--- src/rtl/conv3x3_window_mac.sv ---
// Streaming 3x3 window multiply-accumulate stage fed by a three-row line buffer.
// Define CONV_RELU_EN to clamp negative sums to zero in the output register.
module conv3x3_window_mac #(
   parameter int BIT_DEPTH = 8,
   parameter int COLS      = 28,
   parameter int ACC_WIDTH = 21
) (
   input  logic                    clk,
   input  logic                    rst_n,
   input  logic                    in_valid,
   output logic                    in_ready,
   input  logic [BIT_DEPTH-1:0]    row1_in,
   input  logic [BIT_DEPTH-1:0]    row2_in,
   input  logic [BIT_DEPTH-1:0]    row3_in,
   output logic                    lb_shift,
   input  logic                    row_start,
   input  logic                    wt_load,
   input  logic [3:0]              wt_idx,
   input  logic [BIT_DEPTH-1:0]    wt_data,
   output logic                    out_valid,
   input  logic                    out_ready,
   output logic [ACC_WIDTH-1:0]    out_data,
   output logic [$clog2(COLS)-1:0] out_col
);
   localparam int CW    = $clog2(COLS);
   localparam int PW    = 2*BIT_DEPTH + 1;
   localparam int FULLW = 2*BIT_DEPTH + 5;
   localparam int SW    = (ACC_WIDTH > FULLW) ? ACC_WIDTH : FULLW;

   logic [BIT_DEPTH-1:0]        win_q [3][3];
   logic [BIT_DEPTH-1:0]        win_d [3][3];
   logic signed [BIT_DEPTH-1:0] wt_q [9];
   logic signed [BIT_DEPTH-1:0] wt_d [9];
   logic [CW-1:0]               col_cnt_q, col_cnt_d;
   logic                        win_valid_q, win_valid_d;
   logic [CW-1:0]               win_col_q, win_col_d;
   logic signed [PW-1:0]        prod_q [9];
   logic signed [PW-1:0]        prod_d [9];
   logic                        prod_valid_q, prod_valid_d;
   logic [CW-1:0]               prod_col_q, prod_col_d;
   logic [ACC_WIDTH-1:0]        out_data_q, out_data_d;
   logic                        out_valid_q, out_valid_d;
   logic [CW-1:0]               out_col_q, out_col_d;
   logic                        stall, accept;
   logic [CW-1:0]               acc_idx;
   logic [BIT_DEPTH-1:0]        col_pix [3];
   logic signed [SW-1:0]        sum;

   assign stall     = out_valid_q & ~out_ready;
   assign in_ready  = ~stall;
   assign accept    = in_valid & ~stall;
   assign lb_shift  = accept;
   assign out_valid = out_valid_q;
   assign out_data  = out_data_q;
   assign out_col   = out_col_q;

   // Column counter and S1 window; a row_start column counts as index 0.
   always_comb begin
      col_pix[0]  = row1_in;
      col_pix[1]  = row2_in;
      col_pix[2]  = row3_in;
      acc_idx     = row_start ? '0 : col_cnt_q;
      col_cnt_d   = col_cnt_q;
      win_d       = win_q;
      win_valid_d = win_valid_q;
      win_col_d   = win_col_q;
      if (accept) begin
         col_cnt_d = (acc_idx == CW'(COLS - 1)) ? '0 : acc_idx + CW'(1);
         for (int r = 0; r < 3; r++) begin
            win_d[r][0] = win_q[r][1];
            win_d[r][1] = win_q[r][2];
            win_d[r][2] = col_pix[r];
         end
      end else if (row_start) begin
         col_cnt_d = '0;
      end
      if (!stall) begin
         win_valid_d = accept && (acc_idx >= CW'(2));
         win_col_d   = acc_idx - CW'(2);
      end
      if (row_start && !accept) win_valid_d = 1'b0;
   end

   // Kernel slots are writable at any edge, stalled or not.
   always_comb begin
      wt_d = wt_q;
      for (int k = 0; k < 9; k++) begin
         if (wt_load && wt_idx == 4'(k)) wt_d[k] = wt_data;
      end
   end

   // S2 products and S3 sum; both hold while the output is stalled.
   always_comb begin
      prod_d       = prod_q;
      prod_valid_d = prod_valid_q;
      prod_col_d   = prod_col_q;
      out_valid_d  = out_valid_q;
      out_col_d    = out_col_q;
      out_data_d   = out_data_q;
      sum          = '0;
      for (int k = 0; k < 9; k++) sum = sum + SW'(prod_q[k]);
      if (!stall) begin
         for (int r = 0; r < 3; r++) begin
            for (int c = 0; c < 3; c++) begin
               prod_d[r*3+c] = $signed({{(PW-BIT_DEPTH){1'b0}}, win_q[r][c]}) * PW'(wt_q[r*3+c]);
            end
         end
         prod_valid_d = win_valid_q;
         prod_col_d   = win_col_q;
         out_valid_d  = prod_valid_q;
         out_col_d    = prod_col_q;
`ifdef CONV_RELU_EN
         out_data_d   = sum[SW-1] ? '0 : ACC_WIDTH'(sum);
`else
         out_data_d   = ACC_WIDTH'(sum);
`endif
      end
   end

   always_ff @(posedge clk) begin
      if (!rst_n) begin
         for (int r = 0; r < 3; r++) begin
            for (int c = 0; c < 3; c++) win_q[r][c] <= '0;
         end
         for (int k = 0; k < 9; k++) begin
            wt_q[k]   <= '0;
            prod_q[k] <= '0;
         end
         col_cnt_q    <= '0;
         win_valid_q  <= 1'b0;
         win_col_q    <= '0;
         prod_valid_q <= 1'b0;
         prod_col_q   <= '0;
         out_valid_q  <= 1'b0;
         out_col_q    <= '0;
         out_data_q   <= '0;
      end else begin
         win_q        <= win_d;
         wt_q         <= wt_d;
         prod_q       <= prod_d;
         col_cnt_q    <= col_cnt_d;
         win_valid_q  <= win_valid_d;
         win_col_q    <= win_col_d;
         prod_valid_q <= prod_valid_d;
         prod_col_q   <= prod_col_d;
         out_valid_q  <= out_valid_d;
         out_col_q    <= out_col_d;
         out_data_q   <= out_data_d;
      end
   end
endmodule

--- config.mk ---
export PLATFORM = sky130hd
export DESIGN_NAME = conv3x3_window_mac
export DESIGN_NICKNAME = d
export VERILOG_FILES = /design/src/rtl/conv3x3_window_mac.sv
export SDC_FILE = /design/constraint.sdc
export NUM_CORES = 2
export LEC_CHECK = 0
export BUFFER_PORTS_ARGS = -buffer_cell sky130_fd_sc_hd__buf_4
export CORE_MARGIN = 4
export CORE_UTILIZATION = 44
export CTS_BUF_LIST = sky130_fd_sc_hd__clkbuf_4 sky130_fd_sc_hd__clkbuf_8
export DETAILED_ROUTE_END_ITERATION = 10
export PLACE_DENSITY = 0.56
export SETUP_SLACK_MARGIN = 0.2
export SKIP_CTS_REPAIR_TIMING = 1
export SYNTH_ARGS = -nofsm -noshare
export SYNTH_HDL_FRONTEND = slang
export SYNTH_SLANG_ARGS = --single-unit
export TNS_END_PERCENT = 20
--- constraint.sdc ---
create_clock -name clk -period 5.6 [get_ports clk]
set_input_delay 0 -clock clk [delete_from_list [all_inputs] [get_ports clk]]
set_output_delay 0 -clock clk [all_outputs]
set_load 0.05 [all_outputs]
==> results.json <==
{
  "final-setup-viol-count": 0,
  "place_hpwl_mm": 74.2,
  "main_combinational_cell_family_by_area_after_synthesis": "adder cells",
  "layoutNonFillerInstCount": 5276,
  "synth_area_leader_cell": "sky130_fd_sc_hd__fa_1",
  "crit_path_top_delay_cell": "sky130_fd_sc_hd__o41ai_1",
  "syn_area_per_cell_um2": 8.78,
  "rows": 105,
  "root_buffer": "sky130_fd_sc_hd__clkbuf_8",
  "startpoint_kind_of_the_worst_setup_timing_path": "register",
  "number_of_instances_in_the_synthesized_netlist": 4138,
  "hold_path_class": "input port to register",
  "synthesis.yosys.warnings": 0,
  "ys_seq_area_share_pct": 18.8,
  "timing.final.max_slew_violations": 0,
  "synth-compound-area-share_pct": 10.7,
  "cpMostUsedCell": "sky130_fd_sc_hd__fa_1",
  "route.final.wire_length_mm": 94.8,
  "achievable-frequency_mhz": 208,
  "yosys.cell_types.count": 58,
  "synth_simple_gate_area_share_pct": 17.7,
  "cts_tree": "built",
  "num-fill-cells": 8151,
  "yosys.area.top_type_share_pct": 25.1,
  "synth-main-ff-cell": "sky130_fd_sc_hd__dfxtp_1",
  "floorplan.initialDensity_pct": 44.3,
  "async_flop_share_pct": 0,
  "critPathMaxStageDelay_ns": 0.54,
  "nNetsFinal": 5067,
  "met1_usage_pct": 31.4,
  "post_dp_cell_area_um2": 37700,
  "first_global_vias": 26820,
  "fp.coreArea_um2": 82000,
  "final_common_cell": "sky130_fd_sc_hd__inv_1",
  "rsz_0062_raised_after_global_routing": "no",
  "post_synth_xor_area_fraction_pct": 2.34,
  "routed_via_density": 4.99,
  "fin_setup_tns_ns": 0,
  "drtIter0Drc": 1341,
  "timing.max_slew.rel_slack_pct": 27.7,
  "grtUsageMet3_pct": 3.36,
  "ioPinCount": 71,
  "stdcell_area_um2": 39600,
  "number_of_synthesized_flops_with_an_enable_pin": 0,
  "route.detailed.drc": 0,
  "synth_fp_nets": 5047,
  "num_cts_buffers": 69,
  "top_usage_layer": "met2",
  "skew_ns": 0.0277,
  "number_of_placed_cells_counting_well_taps": 5114,
  "outcome": "finished clean",
  "initial_antenna_violation_count": 5,
  "clockBufferDepth": 3,
  "synth.cell_area_um2": 36300,
  "timing.final.hold_violations": 0,
  "detail_route.wl_per_cell_um": 18.0,
  "wire_length_of_the_first_global_routing_pass_mm": 152,
  "max-cap-violations": 0,
  "clock_sink_count": 341,
  "max_slew.worst_pin.slew_ns": 1.08,
  "synthAdderAreaFrac_pct": 39.3,
  "grt_util_all_layers_pct": 22.3,
  "max-vdd-ir-drop_uv": 225,
  "grt-ovfl-total": 0,
  "static-leakage-power_nw": 19.7,
  "path_class": "register to register",
  "h-tree-depth": 3,
  "clk_pin_slew_worst_paths_ns": 0.07,
  "floorplan.die.height_um": 295,
  "worstSkewPairLatency_ns": 0.65,
  "dieWidth_um": 295,
  "grt_start_max_net_pins": 105,
  "synth_seq_cells": 341,
  "antenna_violating_nets_left": 0,
  "detail_route.first_pass.iterations": 5,
  "worstPathCellList": "and2_1 -> fa_1 -> inv_1 -> fa_1 -> inv_1 -> fa_1 -> fa_1 -> ha_1 -> o21ai_0 -> a21oi_1 -> o41ai_1 -> o21ai_0 -> xnor2_1 -> nand2_1 -> o211a_1",
  "critical_path.max_fanout": 10,
  "worstPathArrival_ns": 5.32,
  "synthMuxAreaShare_pct": 2.01,
  "drive_above_1_share_pct": 5.52,
  "finalCritPeriodShare_pct": 85.7,
  "timing.final.crit_period_ns": 4.80,
  "gr-usage-met2_pct": 35.8,
  "area_growth_syn_to_layout_pct": 8.88,
  "gp_routability_congestion": 0.852,
  "synth.top_cells.by_area": "sky130_fd_sc_hd__fa_1 (25%), sky130_fd_sc_hd__dfxtp_1 (19%), sky130_fd_sc_hd__ha_1 (14%), sky130_fd_sc_hd__inv_1 (7.2%), sky130_fd_sc_hd__nand2_1 (6.1%)",
  "cp_data_required_time_ns": 6.12,
  "die-area_um2": 87200,
  "routed-via-count": 26313,
  "layout.cells.most_common_list": "sky130_fd_sc_hd__inv_1 (699), sky130_fd_sc_hd__nand2_1 (585), sky130_fd_sc_hd__fa_1 (455), sky130_fd_sc_hd__ha_1 (412), sky130_fd_sc_hd__dfxtp_1 (341)",
  "io_buffer_count": 70,
  "r2r_setup_slack_ns": 0.80,
  "power-per-cell-area_nw_per_um2": 147,
  "critPathCaptureType": "register"
}
-- metal layers --
layer,wire [um],vias to the layer above
met1,45900,12790
met5,0,-
met4,2280,0
met3,3740,107
met2,42900,371
li1,-,13045
-- where the power goes --
| group | total, mW | internal (mW) | switching [mW] | leakage [nW] |
|---|---|---|---|---|
| sequential | 2.56 | 2.47 | 0.0870 | 2.76 |
| combinational | 0.444 | 0.174 | 0.270 | 16.2 |
| clock | 2.81 | 1.64 | 1.17 | 0.755 |
| total | 5.81 | 4.28 | 1.53 | 19.7 |
-- critical path, delay by kind of cell, from the launching register on --
family / cells / cell delay (ns)
AO/OA/AOI/OAI: 5 / 1.25
XOR/XNOR: 1 / 0.18
buffers and inverters: 2 / 0.10
flip-flops: 1 / 0.47
AND/OR/NAND/NOR: 2 / 0.33
adder cells (fa/ha/maj): 5 / 2.34
-- per-stage QoR --
| step | setup WS [ns] | total power [mW] | util, % | hold slack [ns] |
|---|---|---|---|---|
| finish | 0.801 | 5.81 | 48.3 | 0.164 |
| global route | 0.382 | 6.06 | 48.3 | 0.166 |
| CTS | 0.768 | 5.89 | 47.7 | -0.468 |
| detailed placement | 0.787 | 3.04 | 45.9 | 0.235 |
| global placement | 0.833 | 3.03 | 45.9 | 0.229 |
| floorplan | 1.34 | 2.84 | - | 0.0761 |
-- area by class of cell --
| type | instances | area, um^2 | area share (%) |
|---|---|---|---|
| Clock buffer | 101 | 1270 | 3.21 |
| Antenna cell | 2 | 5.00 | 0.0126 |
| Sequential cell | 341 | 6830 | 17.3 |
| Timing Repair Buffer | 133 | 1110 | 2.81 |
| Tap cell | 1070 | 1340 | 3.38 |
| Inverter | 701 | 2640 | 6.66 |
| Clock inverter | 16 | 201 | 0.509 |
| Multi-Input combinational cell | 2912 | 26200 | 66.2 |
-- synth_stat cells, types with 23 or more instances --
library cell	count
sky130_fd_sc_hd__inv_1	700
sky130_fd_sc_hd__nand2_1	586
sky130_fd_sc_hd__fa_1	455
sky130_fd_sc_hd__ha_1	412
sky130_fd_sc_hd__dfxtp_1	341
sky130_fd_sc_hd__and2_1	338
sky130_fd_sc_hd__a21boi_0	152
sky130_fd_sc_hd__clkbuf_1	148
sky130_fd_sc_hd__o21ai_0	130
sky130_fd_sc_hd__nor2b_1	89
sky130_fd_sc_hd__nand2b_1	83
sky130_fd_sc_hd__a21oi_1	82
sky130_fd_sc_hd__nor2_1	79
sky130_fd_sc_hd__mux2i_1	73
sky130_fd_sc_hd__nand3_1	65
sky130_fd_sc_hd__xnor2_1	59
sky130_fd_sc_hd__a21o_1	45
sky130_fd_sc_hd__xor2_1	38
sky130_fd_sc_hd__buf_2	29
sky130_fd_sc_hd__a211oi_1	26
sky130_fd_sc_hd__o31ai_1	23
-- sequential cells by signal, indices dropped and copies added (netlist names), 5 cells and up --
signal / count
out_col: 5
wt_q: 72
prod_col_q: 5
col_cnt_q: 5
out_data: 21
win_col_q: 5
win_q: 72
prod_q: 153
-- logic make-up after synthesis --
| logic type | after synthesis |
|---|---|
| adder cells (fa/ha/maj) | 867 |
| AO/OA/AOI/OAI | 569 |
| flip-flops | 341 |
| multiplexers | 73 |
| AND/OR/NAND/NOR | 1306 |
| buffers and inverters | 885 |
| XOR/XNOR | 97 |
-- path summary, 6_finish.rpt --
check,cells after the start,to,from
hold reg to reg,2,prod_q[31],prod_q[31]
setup / recovery,15,prod_q[118],win_q[53]
setup reg to reg,15,prod_q[118],win_q[53]
hold / removal,4,win_q[2],row3_in[2]
No activity file was read; power rests on OpenSTA's default activity.
